**src/rtl/uart_rx.sv**
```systemverilog
// ---------------------------------------------------------------------------
// uart_rx - 8N1 asynchronous serial receiver.
//
// Receives one start bit, eight data bits (LSB first) and one stop bit.
// A divider counts system clocks per bit. Each bit is sampled at its
// midpoint, counted from the start-bit falling edge.
//
// Parameters:
//   DIV_RATE  system clocks per bit (even, >= 4). The default of 260 gives
//             38400 baud from a 10 MHz clock.
//
// Ports:
//   clk      in   system clock, rising edge
//   reset    in   asynchronous, active-high reset
//   rx       in   serial line, idle high
//   rx_busy  out  high while a frame is being received
//   rx_end   out  one-cycle strobe when a frame with a valid stop bit ends
//   rx_data  out  received byte. It is valid with rx_end and held until the
//                 next frame shifts in.
//
// Configuration macro:
//   UART_RX_SYNC_EN  when defined, rx passes through a two-flop synchronizer
//                    (both flops reset to 1). This adds 2 clocks of latency.
//                    When undefined, rx must already be synchronous to clk.
// ---------------------------------------------------------------------------
module uart_rx #(
    parameter int DIV_RATE = 260
) (
    input  logic       clk,
    input  logic       reset,
    input  logic       rx,
    output logic       rx_busy,
    output logic       rx_end,
    output logic [7:0] rx_data
);

    localparam int CW = $clog2(DIV_RATE);
    localparam logic [CW-1:0] HALF_M1 = CW'(DIV_RATE / 2 - 1);
    localparam logic [CW-1:0] FULL_M1 = CW'(DIV_RATE - 1);

    // bit_cnt: 0 = start bit, 1..8 = D0..D7, 9 = stop bit.
    localparam logic [3:0] BIT_START = 4'd0;
    localparam logic [3:0] BIT_STOP  = 4'd9;

    typedef enum logic [0:0] {
        IDLE = 1'b0,
        RX   = 1'b1
    } state_e;

    state_e          state_q, state_d;
    logic [CW-1:0]   div_cnt_q, div_cnt_d;
    logic [3:0]      bit_cnt_q, bit_cnt_d;
    logic [7:0]      rx_data_q, rx_data_d;
    logic            rx_end_q, rx_end_d;
    logic            rx_busy_q, rx_busy_d;
    logic            rx_s;

`ifdef UART_RX_SYNC_EN
    logic sync1_q, sync2_q;

    // Both synchronizer flops reset to idle-high. This stops reset release
    // from looking like a start bit.
    always_ff @(posedge clk or posedge reset) begin
        if (reset) begin
            sync1_q <= 1'b1;
            sync2_q <= 1'b1;
        end else begin
            sync1_q <= rx;
            sync2_q <= sync1_q;
        end
    end

    assign rx_s = sync2_q;
`else
    assign rx_s = rx;
`endif

    // Next-state and datapath logic.
    always_comb begin
        // NOTE: every signal written here gets a default first. If a branch
        // left one unassigned, synthesis would infer a latch.
        state_d   = state_q;
        div_cnt_d = div_cnt_q;
        bit_cnt_d = bit_cnt_q;
        rx_data_d = rx_data_q;
        rx_end_d  = 1'b0;

        unique case (state_q)
            IDLE: begin
                if (!rx_s) begin
                    state_d   = RX;
                    div_cnt_d = HALF_M1;
                    bit_cnt_d = BIT_START;
                end
            end
            RX: begin
                if (div_cnt_q != '0) begin
                    div_cnt_d = div_cnt_q - CW'(1);
                end else begin
                    // Sample cycle: the current bit is at its midpoint.
                    div_cnt_d = FULL_M1;
                    if (bit_cnt_q == BIT_START) begin
                        // A line that is high again at mid-start is a glitch.
                        if (rx_s) state_d = IDLE;
                        else      bit_cnt_d = bit_cnt_q + 4'd1;
                    end else if (bit_cnt_q == BIT_STOP) begin
                        // A low stop bit is a framing error. No strobe is
                        // raised, and the shifted bits stay in rx_data.
                        state_d  = IDLE;
                        rx_end_d = rx_s;
                    end else begin
                        rx_data_d = {rx_s, rx_data_q[7:1]};
                        bit_cnt_d = bit_cnt_q + 4'd1;
                    end
                end
            end
            default: state_d = IDLE;
        endcase

        // rx_busy is registered from the next state. It rises on the
        // start-detect edge and falls on the stop-sample edge.
        rx_busy_d = (state_d == RX);
    end

    always_ff @(posedge clk or posedge reset) begin
        if (reset) begin
            state_q   <= IDLE;
            div_cnt_q <= '0;
            bit_cnt_q <= BIT_START;
            rx_data_q <= 8'h00;
            rx_end_q  <= 1'b0;
            rx_busy_q <= 1'b0;
        end else begin
            // NOTE: state updates use non-blocking assignments. Every flop
            // then samples the values from before the edge, so there is no
            // ordering race between processes.
            state_q   <= state_d;
            div_cnt_q <= div_cnt_d;
            bit_cnt_q <= bit_cnt_d;
            rx_data_q <= rx_data_d;
            rx_end_q  <= rx_end_d;
            rx_busy_q <= rx_busy_d;
        end
    end

    assign rx_busy = rx_busy_q;
    assign rx_end  = rx_end_q;
    assign rx_data = rx_data_q;

endmodule

```
**config.mk**
```make
export PLATFORM = sky130hd
export DESIGN_NAME = uart_rx
export DESIGN_NICKNAME = d
export VERILOG_FILES = /design/src/rtl/uart_rx.sv
export SDC_FILE = /design/constraint.sdc
export NUM_CORES = 1
export LEC_CHECK = 0
export BUFFER_PORTS_ARGS = -buffer_cell sky130_fd_sc_hd__buf_2
export CORE_MARGIN = 1.5
export CORE_UTILIZATION = 47
export CTS_BUF_LIST = sky130_fd_sc_hd__clkbuf_4
export CTS_CLUSTER_SIZE = 40
export DETAILED_ROUTE_END_ITERATION = 10
export GPL_TIMING_DRIVEN = 0
export PLACE_DENSITY = 0.76
export SYNTH_ARGS = -nofsm -noshare
export SYNTH_HDL_FRONTEND = slang
export SYNTH_SLANG_ARGS = --single-unit
```
**constraint.sdc**
```tcl
create_clock -name clk -period 2.5 [get_ports clk]
set_input_delay 0.375 -clock clk [delete_from_list [all_inputs] [get_ports clk]]
set_output_delay 0.375 -clock clk [all_outputs]
set_load 0.005 [all_outputs]
```
# Word-level counts from Yosys, hierarchy flattened
# Index checks and enable logic that the tools add are counted.
[classes]
addsub = 2
n_eq_ne = 5
n_mux = 18
bitwise_logic = 4
reduce_logical = 4
[ops]
columns = ["op", "n"]
rows = [
  ["4-bit two-way mux", 5],
  ["9-bit two-way mux", 2],
  ["9-bit one-hot mux with 2 select lines", 1],
  ["9-bit nonzero test", 1],
  ["9-bit by 1-bit subtractor with 9-bit output (second input constant)", 1],
  ["1-bit two-way mux", 8],
  ["4-bit one-hot mux with 2 select lines", 1],
  ["4-bit AND reduction", 2],
  ["3-bit inequality test (second input constant)", 2],
  ["4-bit by 1-bit adder with 4-bit output (second input constant)", 1],
  ["4-bit == test (second input constant)", 1],
  ["4-bit logical NOT", 1],
  ["2-bit inequality test (second input constant)", 2],
  ["1-bit NOT", 4],
  ["1-bit one-hot mux with 2 select lines", 1],
]
[word_totals]
reg_bits = 23
input_bits = 3
output_inout_bits = 10
elab_cells = 38

# Longest topological paths before layout
# Gate-level depths: netlist of run 1.
[logic_depth]
ltp_word = 5
mapped_depth = 6
depth_no_buf = 6

# Least setup slack after synthesis of run 1
# Ideal clock, no wire load.
[synth_timing]
path_type = "register to register"
startpoint = "register div_cnt_q[0]"
endpoint = "register rx_data_q[7], in the netlist rx_data[7]"
setup_ns = 0.125
t_arrival_ns = 1.762
t_required_ns = 2.375
slack_ns = 0.613
path_stages_with_launch = 7
n_path_buf = 0
period_less_slack_ns = 1.887
path_cell_list = "dfrtp_1 > inv_1 > ha_1 > nor4b_4 > nand3_1 > nor2_4 > mux2_2"
[synth_via]
elab_chain_len = 3
[synth_lines]
columns = ["item", "line_no", "text"]
rows = [
  ["from (decl)", "51", "logic [CW-1:0] div_cnt_q, div_cnt_d;"],
  ["from (signal assigned)", "138", "div_cnt_q <= div_cnt_d;"],
  ["9-bit nonzero test", "97", "if (div_cnt_q != '0) begin"],
  ["1-bit NOT (no source line)", "--", ""],
  ["4-bit AND reduction (no source line)", "--", ""],
  ["to (signal assigned)", "140", "rx_data_q <= rx_data_d;"],
  ["to (decl)", "53", "logic [7:0] rx_data_q, rx_data_d;"],
]
# Every way passes these cells.
# A chain may end at the register's enable or synchronous reset.

# Worst setup path after layout of run 1
[layout_timing]
startpoint = "register div_cnt_q[0]"
endpoint = "register rx_data_q[0], in the netlist rx_data[0]"
# Same word-level chain as after synthesis.

==> results of run 1 <==
-- routing by layer --
| layer | GRT usage (%) | wire length (um) |
|---|---|---|
| met1 | 21.3 | 959 |
| met4 | 2.99 | 13 |
| met3 | 5.14 | 43 |
| met2 | 32.1 | 1100 |
| met5 | 0 | 0 |
-- critical path: cells and delay by family, from the launching register on --
family,cells,cell delay (ns)
multiplexers,1,0.36
adder cells (fa/ha/maj),1,0.20
AND/OR/NAND/NOR,3,0.94
flip-flops,1,0.44
buffers and inverters,1,0.07
-- cell families after synthesis --
logic type	after synthesis
simple gates	28
compound gates	26
flops	23
buf+inv	11
mux	10
fa+ha+maj	4
xor+xnor	1
-- power by group through the flow --
stage               clock [W]  sequential (W)  combinational [W]
floorplan                   0        0.000591           0.000322
global placement            0        0.000611           0.000360
detailed placement          0        0.000618           0.000392
CTS                  0.000175        0.000612           0.000392
global route         0.000196        0.000634           0.000446
finish               0.000169        0.000613           0.000388
-- metrics by stage --
stage               instance area, sq um  utilization (%)
floorplan                           1140                -
global placement                    1240             54.9
detailed placement                  1240             54.9
CTS                                 1270             56.2
global route                        1270             56.2
finish                              1270             56.2
-- flip-flops by register name, summed over array words and instances, names as in the netlist --
name / flops
div_cnt_q: 9
rx_data: 8
bit_cnt_q: 4
rx_busy: 1
rx_end: 1
-- worst max-delay path by stage --
stage	endpoint	cells past startpoint	startpoint
5_1_grt	rx_data[5]	6	div_cnt_q[0]
4_1_cts	rx_data[0]	6	div_cnt_q[0]
2_1_floorplan	rx_data[7]	6	div_cnt_q[0]
3_3_place_gp	rx_data[7]	6	div_cnt_q[0]
6_report	rx_data[0]	6	div_cnt_q[0]
3_5_place_dp	rx_data[6]	6	div_cnt_q[0]
-- area by class of cell --
class / count / area [sq um] / area share, %
Timing Repair Buffer: 12 / 60.1 / 4.74
Clock inverter: 1 / 5.00 / 0.395
Buffer: 1 / 3.75 / 0.296
Sequential cell: 23 / 576 / 45.5
Clock buffer: 3 / 22.5 / 1.78
Inverter: 10 / 37.5 / 2.96
Tap cell: 28 / 35.0 / 2.77
Multi-Input combinational cell: 69 / 527 / 41.6
-- synth_stat cells --
master / n
a21o_1: 2
a21oi_1: 6
a21oi_2: 1
a22o_2: 2
a31o_2: 1
a31oi_1: 1
a32o_1: 1
and3_1: 2
clkbuf_1: 1
dfrtp_1: 23
ha_1: 4
inv_1: 10
mux2_2: 9
mux2i_1: 1
nand2_1: 4
nand2b_1: 1
nand3_1: 4
nand3b_1: 1
nand4_1: 2
nand4b_1: 1
nor2_1: 5
nor2_4: 1
nor3_1: 1
nor3b_1: 1
nor4_1: 2
nor4_4: 1
nor4b_4: 1
o21a_1: 1
o21ai_0: 8
o22ai_1: 2
o32ai_1: 1
or3_1: 1
xor2_1: 1
-- cell usage in the layout (no fill, tap or decap), types with 2 or more instances in the layout --
master,count
dfrtp_1,23
buf_2,12
inv_1,10
mux2_2,9
o21ai_0,8
a21oi_1,6
nor2_1,5
nand2_1,4
nand3_1,4
ha_1,4
clkbuf_4,3
nor4_1,2
a21o_1,2
and3_1,2
o22ai_1,2
nand4_1,2
a22o_2,2
==> results.json, run 1 <==
{
  "outcome": "completed",
  "p_seq_share_pct": 52.4,
  "crit_path_max_incr_delay_ns": 0.44,
  "netSwitchingPower_w": 0.000442,
  "grt_use_total_pct": 17.9,
  "fillers": 224,
  "crit_required_ns": 2.70,
  "synthMuxAreaShare_pct": 9.74,
  "synth_compound_area_share_pct": 14.7,
  "yosysSeqAreaShare_pct": 50.3,
  "dp.cells": 143,
  "cp_max_fo": 8,
  "rrSetupSlack_ns": 0.39,
  "maxSlewHeadroom_pct": 43.8,
  "cts_tree": "built",
  "fin_skew_ns": 0.00793,
  "vias_per_cell": 5.64,
  "cts_sinks": 23,
  "grt_max_degree": 24,
  "leakagePower_nw": 0.620,
  "synth_cell_type_count": 33,
  "peakVddDrop_mv": 0.626,
  "synth-seq-cells": 23,
  "yosysTopAreaCell": "dfrtp_1",
  "place_congestion": 0.832,
  "diodes": 0,
  "path_cells": "inv_1, ha_1, nor4b_4, nand3_1, nor2_4, mux2_2",
  "p_sw_share_pct": 37.8,
  "rows": 17,
  "post-dp-hpwl_mm": 1.54,
  "path_clk_slew_ns": 0.13,
  "slew_viol_final": 0,
  "fin_crit_sh_pct": 84.6,
  "syn_inst": 103,
  "die_w_um": 52.3,
  "clock_path_buffers": 2,
  "tightest_slew_ns": 0.841,
  "finalSetupViolations": 0,
  "htreeDepth": 1,
  "synth_fa_ha_area_share_pct": 4.38,
  "final_cells": 147,
  "fp.dieH_um": 52.3,
  "synth_top_family_by_area": "simple AND/OR/NAND/NOR gates",
  "worstPathArrival_ns": 2.32,
  "clk_latency_ns": 0.31,
  "rsz0062_at_grt": "no",
  "start_kind": "flop",
  "fin_total_pwr_w": 0.00117,
  "max_freq_mhz": 473,
  "r2r_start": "div_cnt_q[0]",
  "tns_ns": 0,
  "ys_warn_count": 0,
  "ys_top_cells_by_area": "dfrtp_1 (50%), mux2_2 (8.9%), ha_1 (4.4%), o21ai_0 (3.5%), inv_1 (3.3%)",
  "final_nets": 127,
  "cts_hold_buf": 0,
  "timing.final.ws_setup_ns": 0.386,
  "reg2reg_depth": 6,
  "grt-ovfl-total": 0,
  "cpMaxStageDelayCell": "dfrtp_1",
  "clockPowerShare_pct": 14.5,
  "ios": 13,
  "cts_root_buf": "clkbuf_4",
  "drt-wirelength-per-cell_um": 14.4,
  "drive_above_1_share_pct": 26.9,
  "internal_power_w": 0.000728,
  "drtIter0Drc": 19,
  "powerDensity_nw_per_um2": 924,
  "post_cts_resized": 0,
  "reg2reg_to": "rx_data[0]",
  "antenna_found_initial": 0,
  "maxCapViolations": 0,
  "grt_pass1_vias": 808,
  "synth_xor_area_share_pct": 0.766,
  "drt_pass1_iterations": 4,
  "syn_area_sq_um": 1140,
  "netlist.area_leader.share_pct": 50.3,
  "die_area_sq_um": 2740,
  "vias": 829,
  "syn_to_final_growth_pct": 10.7,
  "worstSetupPathType": "flop to flop",
  "synth-simple-area-share_pct": 16.5,
  "hp-class": "primary input to async pin",
  "cts_made_buffers": 3,
  "postSynthAreaPerCell_sq_um": 11.1,
  "initial_utilization_pct": 50.7,
  "synthesis.nets": 110,
  "io_buffers": 12,
  "route.detailed.drc": 0,
  "hold_violations": 0,
  "fin_crit_ns": 2.11,
  "combinationalPowerShare_pct": 33.2,
  "wl_mm": 2.12,
  "ant_nets": 0,
  "grt_pass1_wl_mm": 3.57,
  "post-place-ws_ns": 0.390,
  "post_cts_buffers": 0,
  "coreArea_sq_um": 2250,
  "end_kind": "flop",
  "hold_ws_ns": 0.214
}
Power figures use the tool's default switching activity.
==> run 2, diff against run 1 <==
--- a/config.mk
+++ b/config.mk
@@ -12,7 +12,7 @@
 export CTS_CLUSTER_SIZE = 40
 export DETAILED_ROUTE_END_ITERATION = 10
 export GPL_TIMING_DRIVEN = 0
-export PLACE_DENSITY = 0.76
+export PLACE_DENSITY = 0.79
 export SYNTH_ARGS = -nofsm -noshare
 export SYNTH_HDL_FRONTEND = slang
 export SYNTH_SLANG_ARGS = --single-unit
==> constraint.sdc (replaced) <==
create_clock -name clk -period 1.84 [get_ports clk]
set_input_delay 0.276 -clock clk [delete_from_list [all_inputs] [get_ports clk]]
set_output_delay 0.276 -clock clk [all_outputs]
set_load 0.005 [all_outputs]
==> results.json, run 2 (same netlist as run 1, synthesis figures left out) <==
{
  "vias_per_cell": 5.76,
  "coreArea_sq_um": 2250,
  "rsz0062_at_grt": "yes",
  "end_kind": "flop",
  "path_clk_slew_ns": 0.12,
  "grt_max_degree": 24,
  "grt-ovfl-total": 0,
  "slew_viol_final": 0,
  "vias": 899,
  "fillers": 187,
  "die_area_sq_um": 2740,
  "diodes": 0,
  "drt_pass1_iterations": 4,
  "initial_utilization_pct": 50.7,
  "grt_pass1_vias": 923,
  "clk_latency_ns": 0.31,
  "powerDensity_nw_per_um2": 1260,
  "cts_made_buffers": 3,
  "cts_tree": "built",
  "htreeDepth": 1,
  "fin_skew_ns": 0.00260,
  "wl_mm": 2.29,
  "start_kind": "flop",
  "timing.final.ws_setup_ns": 0.0441,
  "post-place-ws_ns": -0.231,
  "antenna_found_initial": 0,
  "fin_total_pwr_w": 0.00174,
  "cpMaxStageDelayCell": "dfrtp_1",
  "grt_use_total_pct": 19.3,
  "drt-wirelength-per-cell_um": 14.7,
  "route.detailed.drc": 0,
  "final_nets": 136,
  "utilization_pct": 61.3,
  "top_register": "div_cnt_q",
  "cts_root_buf": "clkbuf_4",
  "path_cells": "inv_2, ha_4, nor4b_4, buf_4, a21oi_4, or3_4, mux2_2",
  "cts_hold_buf": 0,
  "rows": 17,
  "worstPathArrival_ns": 2.01,
  "place_congestion": 0.893,
  "drive_above_1_share_pct": 35.2,
  "layout_commonest_cell": "dfrtp_1",
  "dpl_cell_area_sq_um": 1240,
  "maxSlewHeadroom_pct": 44.1,
  "leakagePower_nw": 0.676,
  "stdcell_area_sq_um": 1380,
  "syn_to_final_growth_pct": 20.9,
  "grt_pass1_wl_mm": 3.84,
  "largest_register_ffs": 9,
  "crit_path_max_incr_delay_ns": 0.43,
  "post-dp-hpwl_mm": 1.56,
  "ios": 13,
  "hold_violations": 0,
  "final_cell_mix": "dfrtp_1 (23), buf_2 (12), inv_1 (9), buf_4 (9), o21ai_0 (8)",
  "drtIter0Drc": 21,
  "outcome": "completed",
  "hp-class": "primary input to async pin",
  "finalSetupViolations": 0,
  "ant_nets": 0,
  "max_freq_mhz": 557,
  "io_buffers": 12,
  "clock_path_buffers": 2,
  "fin_crit_sh_pct": 97.6,
  "fin_crit_ns": 1.80,
  "fp.dieH_um": 52.3,
  "cts_sinks": 23,
  "peakVddDrop_mv": 0.843,
  "worstSetupPathType": "flop to flop",
  "tightest_slew_ns": 0.837,
  "crit_required_ns": 2.05,
  "die_w_um": 52.3,
  "cp_max_fo": 2,
  "maxCapViolations": 0
}
-- run 2: cell types whose count changed in the layout (fill, tap and decap cells not counted), sizes merged --
cell | previous run | this run
buf | 12 | 21
-- run 2: final timing paths --
check / from / end / slack [ns] / depth (start not counted)
max: div_cnt_q[1] / bit_cnt_q[0] / 0.04 / 7
min: reset / rx_busy / 0.11 / 2
max reg2reg: div_cnt_q[1] / bit_cnt_q[0] / 0.04 / 7
min reg2reg: rx_data[0] / rx_data[0] / 0.53 / 1
max in group asynchronous: reset / rx_data[3] / 1.22 / 2
min in group clk: rx / rx_end / 0.27 / 3
-- run 2: through the flow --
step	cells	TNS [ns]	hold slack, ns
CTS	156	0	0.128
global route	156	-0.00659	0.178
finish	156	0	0.113
global placement	143	-1.50	0.478
detailed placement	143	-2.05	0.484
floorplan	103	-0.0305	0.278
-- run 2: final cells by class --
cell class	count	area, sq um	share of cell area [%]
clock buffer	3	22.5	1.63
multi-input combinational	69	576	41.6
tap	28	35.0	2.53
buffer	1	3.75	0.271
inverter	10	37.5	2.71
sequential	23	576	41.6
clock inverter	1	5.00	0.362
timing repair buffer	21	128	9.23
-- run 2: repair_timing --
action                                  in CTS  in global routing
endpoints found under the setup margin      10                 10
gates resized for setup                      7                  2
pin swaps                                    5                  2
buffers inserted                             9                  0
-- run 2: metal layers --
layer	GRT usage, %	wire length [um]	vias to the layer above
li1	-	-	426
met1	21.9	922	432
met2	33.1	1220	31
met3	4.29	89	10
met4	11.1	56	0
met5	0	0	-
-- run 2: worst max-delay path, delay by kind of cell (launching register included) --
family                     cells  cell delay (ns)
AOI/OAI and AO/OA              1             0.05
and+or+nand+nor                2             0.57
adders and majority gates      1             0.13
DFF                            1             0.43
muxes                          1             0.26
buffers and inverters          2             0.27
-- run 2: report_power, final --
part | switching (W) | internal [W]
Combinational | 0.000324 | 0.000360
Clock | 0.000148 | 0.0000812
Sequential | 0.000186 | 0.000644
